$ cat src/rtl/prio_enco_9x4.sv
// Synchronized, optionally debounced 10-key priority encoder with a one-shot load strobe.
// Define PRIO_ENCO_DEBOUNCE_EN to filter key changes through a stability counter.
module prio_enco_9x4 #(
  parameter int DEBOUNCE_CYCLES = 4
) (
  input  logic       clk,
  input  logic       reset,
  input  logic       enable,
  input  logic [9:0] d_in,
  output logic [3:0] d_out,
  output logic       loadn
);

  if (DEBOUNCE_CYCLES < 1 || DEBOUNCE_CYCLES > 255) begin : g_bad_cfg
    $error("DEBOUNCE_CYCLES out of range 1..255");
  end

  logic [9:0] s1_q, s2_q;
  logic [9:0] acc;
  logic [3:0] enc;
  logic       key_act;

  logic [3:0] dout_q, dout_d;
  logic       loadn_q, loadn_d;
  logic       armed_q, armed_d;

  always_ff @(posedge clk) begin
    if (reset) begin
      s1_q <= '0;
      s2_q <= '0;
    end else begin
      s1_q <= d_in;
      s2_q <= s1_q;
    end
  end

`ifdef PRIO_ENCO_DEBOUNCE_EN
  logic [9:0] cand_q, cand_d;
  logic [9:0] acc_q, acc_d;
  logic [7:0] cnt_q, cnt_d;

  // cnt_d is the number of consecutive edges s2 has shown cand_d,
  // including the current one.
  always_comb begin
    cand_d = cand_q;
    acc_d  = acc_q;
    cnt_d  = cnt_q;
    if (s2_q != cand_q) begin
      cand_d = s2_q;
      cnt_d  = 8'd1;
    end else if (cnt_q != 8'hFF) begin
      cnt_d  = cnt_q + 8'd1;
    end
    if (cnt_d >= 8'(DEBOUNCE_CYCLES)) begin
      acc_d = s2_q;
    end
  end

  always_ff @(posedge clk) begin
    if (reset) begin
      cand_q <= '0;
      acc_q  <= '0;
      cnt_q  <= '0;
    end else begin
      cand_q <= cand_d;
      acc_q  <= acc_d;
      cnt_q  <= cnt_d;
    end
  end

  assign acc = acc_q;
`else
  assign acc = s2_q;
`endif

  assign key_act = |acc;

  always_comb begin
    enc = '0;
    for (int i = 0; i < 10; i++) begin
      if (acc[i]) enc = 4'(i);
    end
  end

  always_comb begin
    dout_d  = dout_q;
    loadn_d = 1'b1;
    armed_d = armed_q;
    if (!enable || !key_act) begin
      armed_d = 1'b0;
    end else if (!armed_q) begin
      dout_d  = enc;
      loadn_d = 1'b0;
      armed_d = 1'b1;
    end
  end

  always_ff @(posedge clk) begin
    if (reset) begin
      dout_q  <= '0;
      loadn_q <= 1'b1;
      armed_q <= 1'b0;
    end else begin
      dout_q  <= dout_d;
      loadn_q <= loadn_d;
      armed_q <= armed_d;
    end
  end

  assign d_out = dout_q;
  assign loadn = loadn_q;

endmodule

$ cat config.mk
export PLATFORM = sky130hd
export DESIGN_NAME = prio_enco_9x4
export DESIGN_NICKNAME = d
export VERILOG_FILES = /design/src/rtl/prio_enco_9x4.sv
export SDC_FILE = /design/constraint.sdc
export NUM_CORES = 1
export LEC_CHECK = 0
export CAP_MARGIN = 40
export CORE_MARGIN = 2
export CORE_UTILIZATION = 60
export CTS_CLUSTER_SIZE = 28
export DETAILED_ROUTE_END_ITERATION = 12
export DONT_BUFFER_PORTS = 1
export PLACE_DENSITY = 0.88
export SYNTH_ARGS = -nofsm -noshare
export SYNTH_HDL_FRONTEND = slang
export SYNTH_SLANG_ARGS = --single-unit
$ cat constraint.sdc
create_clock -name clk -period 4.8 [get_ports clk]
set_input_delay 0.96 -clock clk [delete_from_list [all_inputs] [get_ports clk]]
set_output_delay 0.96 -clock clk [all_outputs]
set_load 0.01 [all_outputs]
### Yosys cells after proc, flatten, opt, wreduce, memory -nomap -nowiden

Index checks and enable logic that the tools add are counted.

* add/sub/neg operators: 0
* $mul: 0
* divide/modulo/power cells: 0
* $lt $le $gt $ge: 0
* equal/unequal tests: 0
* shift operators: 0
* multiplexer cells: 11
* bitwise logic cells: 2
* reduce and logical (&&, ||, !) cells: 6

Operator list (count)
* two-way mux 4 bit: 8
* OR reduction 10 bit: 1
* two-way mux 1 bit: 3
* zero test 1 bit: 2
* NOT 1 bit: 2
* AND reduction 2 bit: 1
* OR reduction 2 bit: 1
* logical OR 1 bit: 1

* bits in registers: 26
* bits in latches: 0
* bits in writable memories: 0
* memory bits (read-only): 0
* output and inout port bits: 5
* memories: 0

### Depth between registers and ports, before layout

* depth after elaboration: 9
* mapped depth: 4

### Least setup slack after synthesis

OpenSTA, ideal clock, no wires.

* path type: input port to flip-flop
* start: input enable
* end: register dout_q[1], in the netlist d_out[1]
* library setup time: 67 ps
* data arrival time: 1728 ps
* data required time: 4733 ps
* slack: 3005 ps
* stages: 4
* buffers on the path: 0
* cells stage by stage: nor2b_1 -> o41a_1 -> o311ai_0 -> a21oi_2

* cells in the longest elaborated chain, start to end: 4

RTL lines
* from (decl): RTL line 8 `input logic enable,`
* zero test 1 bit: RTL line 89 `if (!enable || !key_act) begin`
* logical OR 1 bit: RTL line 89
* NOT 1 bit (no source line)
* AND reduction 2 bit (no source line)
* to (signal assigned): RTL line 104 `dout_q <= dout_d;`
* to (decl): RTL line 23 `logic [3:0] dout_q, dout_d;`

Every way passes these cells.
A chain may end at the register's enable or synchronous reset.

### Final worst setup path

* start: register s2_q[5], in the netlist acc[5]
* end: register dout_q[1], in the netlist d_out[1]

* cells in the longest elaborated chain, start to end: 5
* elaborated cells between the ends (all ways): 10
* those cells by class: mux (5); bitwise (1); reduce/logical (4)

RTL lines
* from (decl): RTL line 18 `logic [9:0] s1_q, s2_q;`
* from (signal assigned): RTL line 33 `s2_q <= s1_q;`
* two-way mux 4 bit / OR reduction 10 bit (equally long branches): RTL line 81, 76
* two-way mux 4 bit / zero test 1 bit (equally long branches): RTL line 81, 89
* two-way mux 4 bit / logical OR 1 bit (equally long branches): RTL line 81, 89
* two-way mux 4 bit / NOT 1 bit (equally long branches)
* two-way mux 4 bit / AND reduction 2 bit (equally long branches)

Parallel ways exist; a longest one is shown, timed or not.

==> results.toml <==
[status]
outcome = "finished clean"

[cts]
cts_resized = 0
clock_sinks = 26
cts_made_buffers = 3
cts_tree = "yes"
clk_path_buf_depth = 2
cts_setup_buffers = 0
hold_buffers = 0
htree_levels = 1
cts-root-buf = "clkbuf_4"
clk_latency_ns = 0.31
path_clk_slew_ns = 0.12

[sta]
setup_violations = 0
fin_skew_ns = 0.00633
finalCritPeriodShare_pct = 35.7
fmax_mhz = 584
post-route-min-period_ns = 1.71
slew_viol_final = 0
worst_pin_slew_ns = 0.426
grt_setup_unrepaired = "false"
hold_viol_final = 0
final.setup.tns_ns = 0
slew_headroom_pct = 71.2

[die]
fp.dieW_um = 41.4
core_area_um2 = 1300
dieHeight_um = 41.4
die-area_um2 = 1710
rows = 13
pin_count = 18
initial_core_util_pct = 64.4

[route]
drt_first_pass_iters = 4
drt_iter0_drc = 2
drcViolationCount = 0
routed_wirelength_um = 972
num_vias = 468
vias_per_cell = 5.09
detail_route.wl_per_cell_um = 10.6
ant_nets = 0

[critical_path]
crit_path_cell_trace = "or4_4, o41a_1, o311ai_0, a21oi_2"
slowest_stage = "or4_4"
worstSetupStartpointType = "register"
worstSetupPathType = "reg2reg"
required_ns = 5.00
arrival_ns = 1.92
max_stage_delay_ns = 0.56
endpoint_kind = "register"
cp_num_buf_inv = 0
path_max_fanout = 5
cp_top_family = "compound AO/OA/AOI/OAI gates"

[cells_and_area]
layout_commonest_cell = "dfxtp_1"
layout_common_cells = "26 x dfxtp_1, 21 x nor2b_1, 5 x nor2_1"
final_nets = 92
synthToLayoutAreaGrowth_pct = 4.03
regArea_um2 = 520
nFillCells = 98
drive_above_1_share_pct = 7.79
diodes = 0
layout.cells.non_filler = 92
multi_input_area_um2 = 303

[flow_run]
maxCapViolCount = 0

[yosys]
syn_inst = 76
syn_nets = 89
synth_cell_types = 23
synthTopCellsByArea = "dfxtp_1 62%, nor2b_1 16%, nor2_1 2.2%"
avgSynthCellArea_um2 = 11.0
yosys.area.top_type = "dfxtp_1"
yosys_warnings = 0
ys_ff_latch = 26
yosys.area.top_type_share_pct = 62.1
ys_seq_area_share_pct = 62.1
synth_area_um2 = 838

[placement]
dp.final_hpwl_um = 695
dp.cells = 89
gp_congestion = 0.635
io_buffers = 0

[pwr]
seqPwrFrac_pct = 68.8
p_comb_share_pct = 6.4
p_switching_mw = 0.0704
peakVddDrop_mv = 0.233
power_leakage_nw = 0.323
power_frac_clock_pct = 24.8
p_per_area_nw_per_um2 = 390
p_sw_share_pct = 20.7
p_int_mw = 0.269
p_total_mw = 0.340

[global_routing]
overflow = 0
antenna_found_initial = 0
grt_util_all_layers_pct = 14.8
grt_max_degree = 27
grt_pass1_wl_mm = 1.58
grt_pass1_vias = 421

[worst_hold_path]
hold_path.class = "reg2reg"
==> sequential cells by signal, indices dropped and copies added, names as in the netlist <==
register  count
acc          10
s1_q         10
d_out         4
armed_q       1
loadn         1
==> cells in the mapped netlist <==
cell type	instances
nor2b_1	21
nand2_1	1
or4_1	1
nor3b_1	1
a21oi_2	1
o21ai_0	2
nor2_1	5
nand2b_4	1
o31ai_1	1
inv_1	2
a32oi_1	1
or2b_1	1
nor3_1	1
nor4_1	1
a21oi_1	2
clkbuf_1	2
or4_4	1
o311ai_0	1
a211oi_1	1
o31a_1	1
o41a_1	1
dfxtp_1	26
a221oi_1	1
==> metrics by stage <==
stage,hold WS (ns),instance area [um^2],util (%),worst slack [ns]
3_3_place_gp,0.419,850,65.3,2.95
5_1_grt,0.460,872,67.0,3.00
3_5_place_dp,0.420,850,65.3,2.90
6_report,0.444,872,67.0,3.09
4_1_cts,0.449,872,67.0,3.08
2_1_floorplan,0.414,838,-,3.01
==> worst reg2reg max path, cell delays in order (launching register included) <==
cell and delay (ns):
dfxtp_1 0.35, or4_4 0.56, o41a_1 0.45, o311ai_0 0.16, a21oi_2 0.09
==> cell families (layout without fill, tap and decap cells) <==
kind of cell           count (synthesis)  in the layout  synth area share [%]
AOI/OAI and AO/OA                     12             12                  10.7
and+or+nand+nor                       34             34                  25.4
buffers and inverters                  4              5                  1.79
DFF                                   26             26                  62.1
==> metal layers <==
| layer | track usage, % | vias to the layer above | part of all wire (%) |
|---|---|---|---|
| met4 | 7.26 | 0 | 2.0 |
| met5 | 0 | - | 0 |
| met2 | 25.4 | 16 | 48 |
| li1 | - | 260 | - |
| met3 | 3.19 | 2 | 5.0 |
| met1 | 17.3 | 190 | 45 |
==> power by group through the flow <==
| stage | registers [mW] | logic, mW | clock network (mW) |
|---|---|---|---|
| after detailed placement | 0.239 | 0.0217 | 0 |
| after global routing | 0.236 | 0.0250 | 0.0945 |
| after floorplan | 0.238 | 0.0213 | 0 |
| after global placement | 0.239 | 0.0209 | 0 |
| final | 0.234 | 0.0216 | 0.0843 |
| after CTS | 0.234 | 0.0218 | 0.0864 |
==> final timing paths <==
kind	slack [ns]	to	start	cells after the start
worst max-delay path	3.09	d_out[1]$_SDFFE_PP0P_	acc[5]$_SDFF_PP0_	4
worst min-delay path	0.44	acc[7]$_SDFF_PP0_	s1_q[7]$_SDFF_PP0_	1
worst max register to register	3.09	d_out[1]$_SDFFE_PP0P_	acc[5]$_SDFF_PP0_	4
worst min register to register	0.44	acc[7]$_SDFF_PP0_	s1_q[7]$_SDFF_PP0_	1
==> cell type report <==
type / count / area share [%]
clock buffers: 3 / 2.58
inverters: 2 / 0.861
multi-input cells: 46 / 34.7
flip-flops and latches: 26 / 59.7
well taps: 15 / 2.15
Power figures use the tool's default switching activity.
==> variant 1, RTL diff (same flow settings) <==
The output `loadn` loses its register stage (`loadn_q` becomes a continuous assignment).
--- a/src/rtl/prio_enco_9x4.sv
+++ b/src/rtl/prio_enco_9x4.sv
@@ -100,3 +100,2 @@
       dout_q  <= '0;
-      loadn_q <= 1'b1;
       armed_q <= 1'b0;
@@ -104,3 +103,2 @@
       dout_q  <= dout_d;
-      loadn_q <= loadn_d;
       armed_q <= armed_d;
@@ -108,2 +106,4 @@
   end
+
+  assign loadn_q = loadn_d;
 
Formal check against the unedited RTL: not equivalent (Yosys sat finds a counterexample within 4 cycles, from zero or initial values and one cycle with reset high).
==> variant 1 against the original RTL <==
Sequential cell count down 1. Final area down 1.0%. Routed wire length increased by 1.4%. Sequential share of layout area shrank 1.7 points. Worst setup slack got worse by 0.94 ns. Clock skew increased by 0.0014 ns. Die area decreased by 0.94%. First-iteration DRC count increased to 3.0 times the old value. Sequential power decreased by 4%. Area after synthesis down 1.0%. Fmax is 35% lower. Total power down 2.0%.
==> variant 1: results (changes against the original RTL) <==
| Metric | Value |
|---|---|
| Placed standard-cell area | 835.8 um2 (-1.6%) |
| Pin count of the biggest net entering global routing | 27 (unchanged) |
| 1st-pass router iterations | 3 (-1) |
| Nets | 92 (unchanged) |
| Wire length on met2 | 474 um (+1.7%) |
| Met3 wire len | 55 um (+12%) |
| # H-tree levels | 1 (unchanged) |
| Critical Path End | loadn |
| Final wirelength | 986 um (+1.4%) |
| Maximum vdd drop | 253.7 uV (+8.7%) |
| Post-layout min period | 2.648 ns (+0.9355 ns) |
| Finished Layout Cells | 93 (+1.1%) |
| Global-route wire length before repair | 1476 um (-6.6%) |
| Worst Max-Slew Pin Slew | 0.4357 ns (+0.009327 ns) |
| GRT Util Overall | 0.1386 (-0.009052) |
| Sequential-to-total area share from yosys stat | 0.6033 (-0.01758) |
| Layout cell share with drive strength beyond 1 | 0.07692 (-0.0009990) |
| R2r worst-path depth | 4 (unchanged) |
| Synth cell count leaders | 25 x dfxtp_1, 21 x nor2b_1, 4 x nor2_1 |
| Worst slack, placed | 2.328 ns (-0.5717 ns) |
| Leak pwr | 0.3256 nW (+0.81%) |
| Routability Congestion | 0.6578 (+3.6%) |
| N_diodes | 0 (unchanged) |
| CP max-delay cell | or4_4 |
| Peak per-stage delay on the critical path | 0.58 ns (+0.02 ns) |
| Hold Crit Start | s1_q[0]$_SDFF_PP0_ |
| GR Layer Usage met1 | 0.1575 (-0.01535) |
| Ys async rst share | 0 (unchanged) |
| Hold_ws | 0.4480 ns (+0.004355 ns) |
| Crit path DAT | 1.69 ns (-0.23 ns) |
| Synth area leaders | dfxtp_1 60%, nor2b_1 16%, o41ai_4 3.3%, o31ai_1 2.7%, a21oi_1 1.8% |
| TritonCTS buffer count | 3 (unchanged) |
| Crit path from | acc[3]$_SDFF_PP0_ |
| Vias in the first global route | 400 (-5.0%) |
| Mapped Nets | 90 (+1.1%) |
| Met3 GRT Util | 0.03261 (+0.0006938) |
| Family with the most delay on the worst path | simple AND/OR/NAND/NOR gates |
| Clk slew on worst S/H paths | 0.12 ns (about the same) |
| Crit Path Max Fanout | 5 (unchanged) |
| Cells after DPL | 89 (unchanged) |
| R2R Path Start | acc[3]$_SDFF_PP0_ |
| DR vias | 483 (+3.2%) |
| Layout fillers | 106 (+8.2%) |
| Post-Synthesis Cells | 77 (+1.3%) |
| GRT met2 Usage | 0.2383 (-0.01563) |
| Initial antenna violation count | 0 (unchanged) |
| Clock tree buffer depth | 2 (unchanged) |
| Top Metal Used | met3 |
| Clock skew | 0.007764 ns (+0.001436 ns) |
| Unique cell type count in the Yosys netlist | 20 (-13%) |
| Port bufs | 0 (unchanged) |
| R2R Path End | d_out[0]$_SDFFE_PP0P_ |
| WHS Endpoint | acc[0]$_SDFF_PP0_ |
| Met1 WL | 456 um (+4.3%) |
| R2R setup slack | 3.07 ns (-0.02 ns) |
| Initial drt markers | 6 (+4) |
| Outcome | completed |
==> variant 1: cell families (layout without fill, tap and decap cells) <==
logic type             after synthesis  count (layout)  share of synthesized area
and+or+nand+nor                     33              33                     0.2413
DFF                                 25              25                     0.6033
AOI/OAI and AO/OA                   13              13                     0.1267
buffers and inverters                6               7                    0.02865
==> variant 1: power by group <==
| group | internal, mW | switching [mW] |
|---|---|---|
| combinational | 0.0125 | 0.0106 |
| sequential | 0.218 | 0.00660 |
| clock | 0.0310 | 0.0539 |
| total | 0.262 | 0.0711 |
==> variant 1: cell type report <==
type | instances | area [um2] | share of cell area
Clock inverter | 1 | 5.005 | 0.005797
Clock buffer | 3 | 22.52 | 0.02609
Tap cell | 15 | 18.77 | 0.02174
Multi-Input combinational cell | 46 | 305.3 | 0.3536
Sequential cell | 25 | 500.5 | 0.5797
Inverter | 3 | 11.26 | 0.01304
==> variant 2, RTL diff (same settings) <==
Made on the original files. Add a define of `PRIO_ENCO_DEBOUNCE_EN`.
--- a/src/rtl/prio_enco_9x4.sv
+++ b/src/rtl/prio_enco_9x4.sv
@@ -2,2 +2,4 @@
 // Define PRIO_ENCO_DEBOUNCE_EN to filter key changes through a stability counter.
+`define PRIO_ENCO_DEBOUNCE_EN
+
 module prio_enco_9x4 #(
Check against the original RTL: not equivalent (a bounded check fails within 4 cycles, from zero or initial values and one cycle with reset high).
==> variant 2 against the original RTL <==
Sequential share of layout area down 10 points. Count of clock-buffer cells in the layout is 2 higher. Fmax fell by 34%. Area after synthesis grew to 2.5 times the old value. Worst setup slack worse by 0.90 ns. Final area rose to 2.5 times the old value. Sequential power is 99% higher. Sequential cell count up 28. Total power grew 120%. Routed wire length rose to 3.1 times the old value. Via count increased to 2.7 times the old value.
==> variant 2: results (changes against the original RTL) <==
| Metric | Value |
|---|---|
| Outcome | completed |
| WHS Endpoint | s2_q[2]$_SDFF_PP0_ |
| Synth cell count leaders | 54 x dfxtp_1, 23 x nor2b_1, 14 x and2b_2 |
| Inverters | 3 (+1) |
| Synth area leaders | dfxtp_1 51%, mux2_4 7.1%, nor2b_1 6.8%, and2b_2 5.8%, xnor2_1 4.1% |
| R2R Path End | acc[6]$_SDFFE_PP0P_ |
| Post-synthesis mux area share | 0.08057 (+0.08057) |
| Routability Congestion | 0.8129 (+28%) |
| Hold_ws | 0.4420 ns (-0.001663 ns) |
| Adder-Cell Fraction of Synth Area | 0.005924 (+0.005924) |
| Multi-In Gates | 125 (+170%) |
| Clk slew on worst S/H paths | 0.15 ns (+0.03 ns) |
| # H-tree levels | 2 (+1) |
| Vias in the first global route | 1250 (+200%) |
| Mapped Nets | 205 (+130%) |
| GRT Util Overall | 0.1705 (+0.02277) |
| Layout fillers | 273 (+180%) |
| Pin count of the biggest net entering global routing | 49 (+81%) |
| Seq area share | 0.4934 (-0.1034) |
| Finished Layout Cells | 236 (+160%) |
| Final Util | 0.6514 (-0.01878) |
| Worst Max-Slew Pin Slew | 0.6333 ns (+0.2069 ns) |
| Maximum vdd drop | 225.0 uV (-3.6%) |
| Xor-xnor portion of the synthesized cell area | 0.05806 (+0.05806) |
| Post-Synthesis Cells | 191 (+150%) |
| R2r worst-path depth | 6 (+2) |
| Post-route cell area | 0.002191 mm2 (+150%) |
| FF+latch count | 54 (+110%) |
| Fraction of area in multi-input gates | 0.4363 (+0.08912) |
| Unique cell type count in the Yosys netlist | 38 (+65%) |
| Final wirelength | 3061 um (+210%) |
| Fin crit share | 0.5436 (+0.1868) |
| Nets | 203 (+120%) |
| Clock-cell share | 0.03883 (+0.01301) |
| Hold Crit Start | s1_q[2]$_SDFF_PP0_ |
| Clk Latency, worst-skew pair | 0.38 ns (+0.07 ns) |
| Compound-Gate Fraction of Synth Area | 0.07938 (-0.02808) |
| Sequential-to-total area share from yosys stat | 0.5118 (-0.1090) |
| Crit path from | cnt_q[0]$_SDFF_PP0_ |
| Placed standard-cell area | 0.002106 mm2 (+150%) |
-- variant 2: metal layers --
layer	vias to the layer above	wire (um)	global-route usage
met5	-	0	0
met4	0	69	0.09783
met3	9	177	0.07143
met2	38	1408	0.2776
met1	576	1406	0.1854
li1	647	-	-
-- variant 2: power breakdown --
group / internal (mW) / total [mW] / switching, mW
clock network: 0.113 / 0.255 / 0.142
logic: 0.0147 / 0.0246 / 0.00989
registers: 0.460 / 0.465 / 0.00537
total: 0.587 / 0.745 / 0.158
-- variant 2: worst max-delay path, stage by stage (launching register included) --
cell and delay, ns:
dfxtp_1 0.43, ha_1 0.29, and4_1 0.37, nand4_2 0.25, a41oi_1 0.27, o41a_1 0.56, mux2_4 0.35
-- variant 2: logic make-up after synthesis --
family,after synthesis
and+or+nand+nor,76
DFF,54
AOI/OAI and AO/OA,22
xor gates and xnor gates,14
buffers and inverters,12
muxes,12
adders and majority gates,1
